===== config.mk =====
export PLATFORM = sky130hd
export DESIGN_NAME = corefifo_fwft_skid
export DESIGN_NICKNAME = d
export VERILOG_FILES = /design/src/rtl/corefifo_pkg.sv /design/src/rtl/corefifo_rdlat_pipe.sv /design/src/rtl/corefifo_fwft_skid.sv
export SDC_FILE = /design/constraint.sdc
export NUM_CORES = 1
export LEC_CHECK = 0
export ABC_AREA = 1
export CAP_MARGIN = 30
export CORE_UTILIZATION = 43
export DETAILED_ROUTE_END_ITERATION = 7
export HOLD_SLACK_MARGIN = 0.12
export PLACE_DENSITY = 0.67
export REMOVE_ABC_BUFFERS = 1
export SLEW_MARGIN = 10
export SYNTH_ARGS = -nofsm -noshare
export SYNTH_HDL_FRONTEND = slang
export SYNTH_SLANG_ARGS = --single-unit

===== constraint.sdc =====
create_clock -name clk -period 1.1 [get_ports clk]
set_input_delay 0.22 -clock clk [delete_from_list [all_inputs] [get_ports clk]]
set_output_delay 0.22 -clock clk [all_outputs]
set_load 0.005 [all_outputs]

===== src/rtl/corefifo_pkg.sv =====
// Shared helpers for the FWFT prefetch stages: sizing, configuration checks, thresholds.
package corefifo_pkg;

    // Ceiling log2 for sizing counters and pointers (returns 0 for v <= 1).
    function automatic int unsigned clog2(input int unsigned v);
        int unsigned r;
        r = 0;
        while ((32'd1 << r) < v) begin
            r = r + 1;
        end
        return r;
    endfunction

    // Skid buffer must be a power of two so pointers wrap naturally.
    function automatic bit skid_depth_ok(input int unsigned d);
        return (d >= 2) && (d <= 16) && ((d & (d - 1)) == 0);
    endfunction

    // Supported RAM read latencies.
    function automatic bit rd_latency_ok(input int unsigned l);
        return (l >= 1) && (l <= 3);
    endfunction

    // Almost-empty decode: true when the buffer holds thresh words or fewer.
    function automatic logic aempty_hit(input int unsigned cnt, input int unsigned thresh);
        return cnt <= thresh;
    endfunction

endpackage


===== src/rtl/corefifo_rdlat_pipe.sv =====
// Tracks RAM reads in flight: one valid bit per cycle of read latency, plus its popcount.
module corefifo_rdlat_pipe
    import corefifo_pkg::*;
#(
    parameter int unsigned LAT = 1,
    localparam int unsigned INF_W = clog2(LAT + 1)
) (
    input  logic             clk,
    input  logic             aresetn,
    input  logic             flush,
    input  logic             launch,
    output logic             capture,
    output logic [INF_W-1:0] inflight_c
);

    logic [LAT-1:0] sr;

    // Shift the launch strobe toward the capture position; flush discards all reads.
    always_ff @(posedge clk or negedge aresetn) begin
        if (!aresetn) begin
            sr <= '0;
        end else if (flush) begin
            sr <= '0;
        end else begin
            sr[0] <= launch;
            for (int i = 1; i < int'(LAT); i++) begin
                sr[i] <= sr[i-1];
            end
        end
    end

    assign capture = sr[LAT-1];

    // Number of reads issued but not yet captured (includes the one capturing now).
    always_comb begin
        inflight_c = '0;
        for (int i = 0; i < int'(LAT); i++) begin
            inflight_c = inflight_c + INF_W'(sr[i]);
        end
    end

endmodule


===== src/rtl/corefifo_fwft_skid.sv =====
// FWFT output stage: credit-tracked prefetch from a latency-N RAM into a register skid buffer.
module corefifo_fwft_skid
    import corefifo_pkg::*;
#(
    parameter int unsigned DWIDTH        = 18,
    parameter int unsigned SKID_DEPTH    = 4,
    parameter int unsigned RD_LATENCY    = 1,
    parameter int unsigned AEMPTY_THRESH = 1,
    localparam int unsigned CNT_W = clog2(SKID_DEPTH + 1),
    localparam int unsigned PTR_W = clog2(SKID_DEPTH)
) (
    input  logic              clk,
    input  logic              aresetn,
    input  logic              flush,
    input  logic              fifo_empty,
    output logic              fifo_rd_en,
    input  logic [DWIDTH-1:0] fifo_dout,
    input  logic              rd_en,
    output logic [DWIDTH-1:0] dout,
    output logic              dvld,
    output logic              empty,
    output logic              aempty,
    output logic [CNT_W-1:0]  count,
    output logic              underflow_err
);

    localparam int unsigned INF_W = clog2(RD_LATENCY + 1);
    localparam int unsigned SUM_W = CNT_W + 1;

    // Reject illegal configurations at elaboration.
    if (!skid_depth_ok(SKID_DEPTH)) begin : g_bad_depth
        $error("corefifo_fwft_skid: SKID_DEPTH must be a power of two in 2..16");
    end
    if (!rd_latency_ok(RD_LATENCY)) begin : g_bad_latency
        $error("corefifo_fwft_skid: RD_LATENCY must be 1..3");
    end
    if (AEMPTY_THRESH >= SKID_DEPTH) begin : g_bad_thresh
        $error("corefifo_fwft_skid: AEMPTY_THRESH must be below SKID_DEPTH");
    end

    logic [DWIDTH-1:0] mem [SKID_DEPTH];
    logic [PTR_W-1:0]  wr_ptr;
    logic [PTR_W-1:0]  rd_ptr;
    logic              capture;
    logic [INF_W-1:0]  inflight_c;
    logic              credit_ok_c;
    logic              cap_c;
    logic              pop_c;

    corefifo_rdlat_pipe #(
        .LAT (RD_LATENCY)
    ) u_rdlat_pipe (
        .clk        (clk),
        .aresetn    (aresetn),
        .flush      (flush),
        .launch     (fifo_rd_en),
        .capture    (capture),
        .inflight_c (inflight_c)
    );

    // Issue a read only when a slot is guaranteed; pops are not credited so the buffer cannot overflow.
    always_comb begin
        credit_ok_c = (SUM_W'(count) + SUM_W'(inflight_c)) < SUM_W'(SKID_DEPTH);
        fifo_rd_en  = !fifo_empty && credit_ok_c && !flush;
        cap_c       = capture && !flush;
        pop_c       = rd_en && !empty && !flush;
    end

    // Skid storage: returning RAM words land at wr_ptr.
    always_ff @(posedge clk or negedge aresetn) begin
        if (!aresetn) begin
            for (int i = 0; i < int'(SKID_DEPTH); i++) begin
                mem[i] <= '0;
            end
        end else if (cap_c) begin
            mem[wr_ptr] <= fifo_dout;
        end
    end

    // Pointers and occupancy; simultaneous capture and pop leave count unchanged.
    always_ff @(posedge clk or negedge aresetn) begin
        if (!aresetn) begin
            wr_ptr <= '0;
            rd_ptr <= '0;
            count  <= '0;
        end else if (flush) begin
            wr_ptr <= '0;
            rd_ptr <= '0;
            count  <= '0;
        end else begin
            if (cap_c) begin
                wr_ptr <= wr_ptr + PTR_W'(1);
            end
            if (pop_c) begin
                rd_ptr <= rd_ptr + PTR_W'(1);
            end
            case ({cap_c, pop_c})
                2'b10:   count <= count + CNT_W'(1);
                2'b01:   count <= count - CNT_W'(1);
                default: count <= count;
            endcase
        end
    end

    // Sticky record of a pop attempted on an empty buffer.
    always_ff @(posedge clk or negedge aresetn) begin
        if (!aresetn) begin
            underflow_err <= 1'b0;
        end else if (flush) begin
            underflow_err <= 1'b0;
        end else if (rd_en && empty) begin
            underflow_err <= 1'b1;
        end
    end

    // Head word and status, all decoded from registered state.
    always_comb begin
        dout   = mem[rd_ptr];
        empty  = (count == '0);
        dvld   = !empty;
        aempty = aempty_hit(32'(count), AEMPTY_THRESH);
    end

endmodule

==> flow_summary.toml <==
[global_routing]
grt-ovfl-total = 0
antenna_found_initial = 0
grt_use_total = 0.289
grt_pass1_wl_um = 21100
grt_pass1_vias = 3982
grt_max_degree = 82

[critical_path]
crit_start = "rd_ptr[0]"
critical_path_class = "reg -> out"
critPathMaxFanout = 6
critPathCaptureType = "output port"
worstPathRequired_ps = 880
arrival_ps = 1570
r2r-start = "u_rdlat_pipe.capture"
reg2reg_depth = 9
start_kind = "register"
r2r_setup_slack_ps = -330

[detailed_routing]
drc = 6
drtAntennaViolNets = 0
num_vias = 3765
drt_first_pass_iters = 7
drt_iter0_drc = 254
wl_per_cell_um = 21.4
viasPerCell = 5.70
drt-total-wl_um = 14100

[synthesis]
synthFlopType = "dfrtp_1"
synth-compound-area-share = 0.224
synth_area_um2 = 3960
yosysUniqueCellTypes = 25
async_flop_share = 1.00
yosys.area_share.simple = 0.164
muxShareOfSynthArea = 0
yosysWarnings = 0
synth-edff-count = 0
synth-xor-area-share = 0
synth_fa_ha_area_frac = 0.0221
yosysSeqAreaShare = 0.512
syn_inst = 426
synth_top_family_by_area = "compound AO/OA/AOI/OAI gates"
ys_ff_latch = 81
syn_area_per_cell_um2 = 9.30

[cells_and_area]
fin_nets = 577
area_delta_synth_final_pct = 69.2
drive_gt1_frac = 0.636
n_antenna_cell = 0

[floorplan]
core-area_um2 = 8810
die_w_um = 98.0
rows = 34
die_y_um = 98.0
start_util = 0.450
ios = 49
die_area_um2 = 9600

[sta]
period_needed_ps = 1790
slew-limit-headroom = 0.696
finalHoldViolations = 0
fin_crit_sh = 1.63
worst_slew_pin_slew_ps = 456
fin_skew_ps = 10.5
setup_tns_ps = -34720
setup_viol = 105
max_freq_mhz = 559
worst_slack_ps = -688
report.final.slew_viol_count = 0
rsz0062_at_grt = "true"

[clock_network]
cts_root_buf = "clkbuf_8"
cts_max_level = 3
cts_made_buffers = 9
clk_pin_slew_ps = 100
clock_sinks = 81
cts_tree = "built"
cts_buffer_depth = 2
clk_latency_ps = 360

[placement]
dp_hpwl_um = 5490
place_ws_ps = -698
port_buffers = 48
gp_congestion = 0.820

[power_and_ir_drop]
cellLeakagePower_nw = 3.03
vdd_drop_max_mv = 1.04
powerDensity_nw_per_um2 = 2010

[hold_path]
hp-class = "in -> async"

[status]
violations = "design-rule violations, negative setup slack"
status = "finished with violations"

[flow_run]
cap_violations = 0
repair_timing:
action / CTS / global route
setup endpoints to repair: 105 / 106
hold buffers: 1 / 0
gates resized for setup: 317 / 131
gates cloned: 18 / 3
pin swaps: 24 / 33
buffers inserted: 35 / 7
endpoints found under the hold margin: 81 / 0
cell usage after synthesis, types with 2 or more instances:
library cell  count  area share
buf_2             2      0.0025
buf_4             3      0.0057
buf_6            13       0.037
clkbuf_1          4      0.0038
dfrtp_1          81        0.51
ha_1              7       0.022
inv_1            28       0.027
inv_2             3      0.0028
nand2_1          94       0.089
nand2_4           5       0.014
nand3_2           2      0.0051
nand4_1           3      0.0047
nor2_1           45       0.043
o21ai_0          37       0.047
o21ai_1          22       0.028
o21ai_2          51        0.11
o22ai_1          18       0.028
worst max-delay path, stage by stage (launching register included):
cell and delay [ps]:
dfrtp_1 410, buf_6 140, buf_8 140, buf_12 140, o21ai_4 140, o22ai_2 110
buf_2 130
power by group:
group	switching [mW]	internal (mW)	total (mW)
Clock	1.15	1.05	2.20
Combinational	3.15	3.43	6.58
Sequential	0.933	3.77	4.70
flip-flops by register name, indices dropped and copies added (netlist names):
name / flops
count: 3
mem: 72
rd_ptr: 2
u_rdlat_pipe.capture: 1
underflow_err: 1
wr_ptr: 2
cell usage in the layout (no fill, tap or decap), types with 2 or more instances in the layout:
| master | n |
|---|---|
| clkinv_2 | 2 |
| buf_16 | 14 |
| nor2_1 | 19 |
| ha_4 | 2 |
| inv_4 | 2 |
| buf_4 | 22 |
| inv_2 | 5 |
| nand2_8 | 5 |
| nor2_4 | 8 |
| buf_6 | 30 |
| inv_1 | 24 |
| buf_12 | 14 |
| clkdlybuf4s50_1 | 21 |
| clkbuf_8 | 9 |
| nor2_2 | 18 |
| o21ai_4 | 8 |
| nand4_1 | 3 |
| buf_8 | 4 |
| nand2_1 | 25 |
| ha_2 | 3 |
| o21ai_2 | 85 |
| buf_2 | 23 |
| o21ai_1 | 16 |
| dfrtp_1 | 80 |
| nand2_4 | 59 |
| clkbuf_1 | 2 |
| ha_1 | 2 |
| nand2_2 | 11 |
| o22ai_2 | 13 |
| o22ai_1 | 5 |
| clkbuf_16 | 3 |
cells by family (layout without fill, tap and decap cells):
kind of cell | count (synthesis) | after routing
compound gates | 132 | 132
fa+ha+maj | 7 | 7
buf+inv | 54 | 180
flops | 81 | 81
simple gates | 152 | 152
path summary, 6_finish.rpt:
path,end
setup / recovery,dout[11]
hold / removal,mem[4]
setup reg to reg,mem[6]
hold reg to reg,mem[44]
max in group asynchronous,rd_ptr[1]
min in group clk,u_rdlat_pipe.capture
final cells by class:
type / count / area, um2
fillers: 509 / 2100
well taps: 108 / 135
clock inverters: 5 / 56.3
flip-flops and latches: 81 / 2030
inverters: 31 / 121
multi-input cells: 291 / 2590
repair buffers: 133 / 1640
clock buffers: 11 / 131
routing by layer:
layer	GRT usage	wire (um)	vias up
met5	0	0	-
met4	0.164	541	0
met3	0.0537	855	47
met2	0.472	7110	163
met1	0.360	5630	1879
li1	-	-	1676
metrics by stage:
step                hold WS [ps]  cells  power [mW]   util  cell area [um2]
finish                       412    660        13.5  0.761             6700
global route                 437    660        14.1  0.761             6700
CTS                          422    658        11.9  0.702             6180
detailed placement           285    591        8.49  0.539             4740
global placement             282    591        8.39  0.539             4740
floorplan                  -75.6    403        6.31      -             3760
Note: power is estimated with default switching activity, not from simulation.
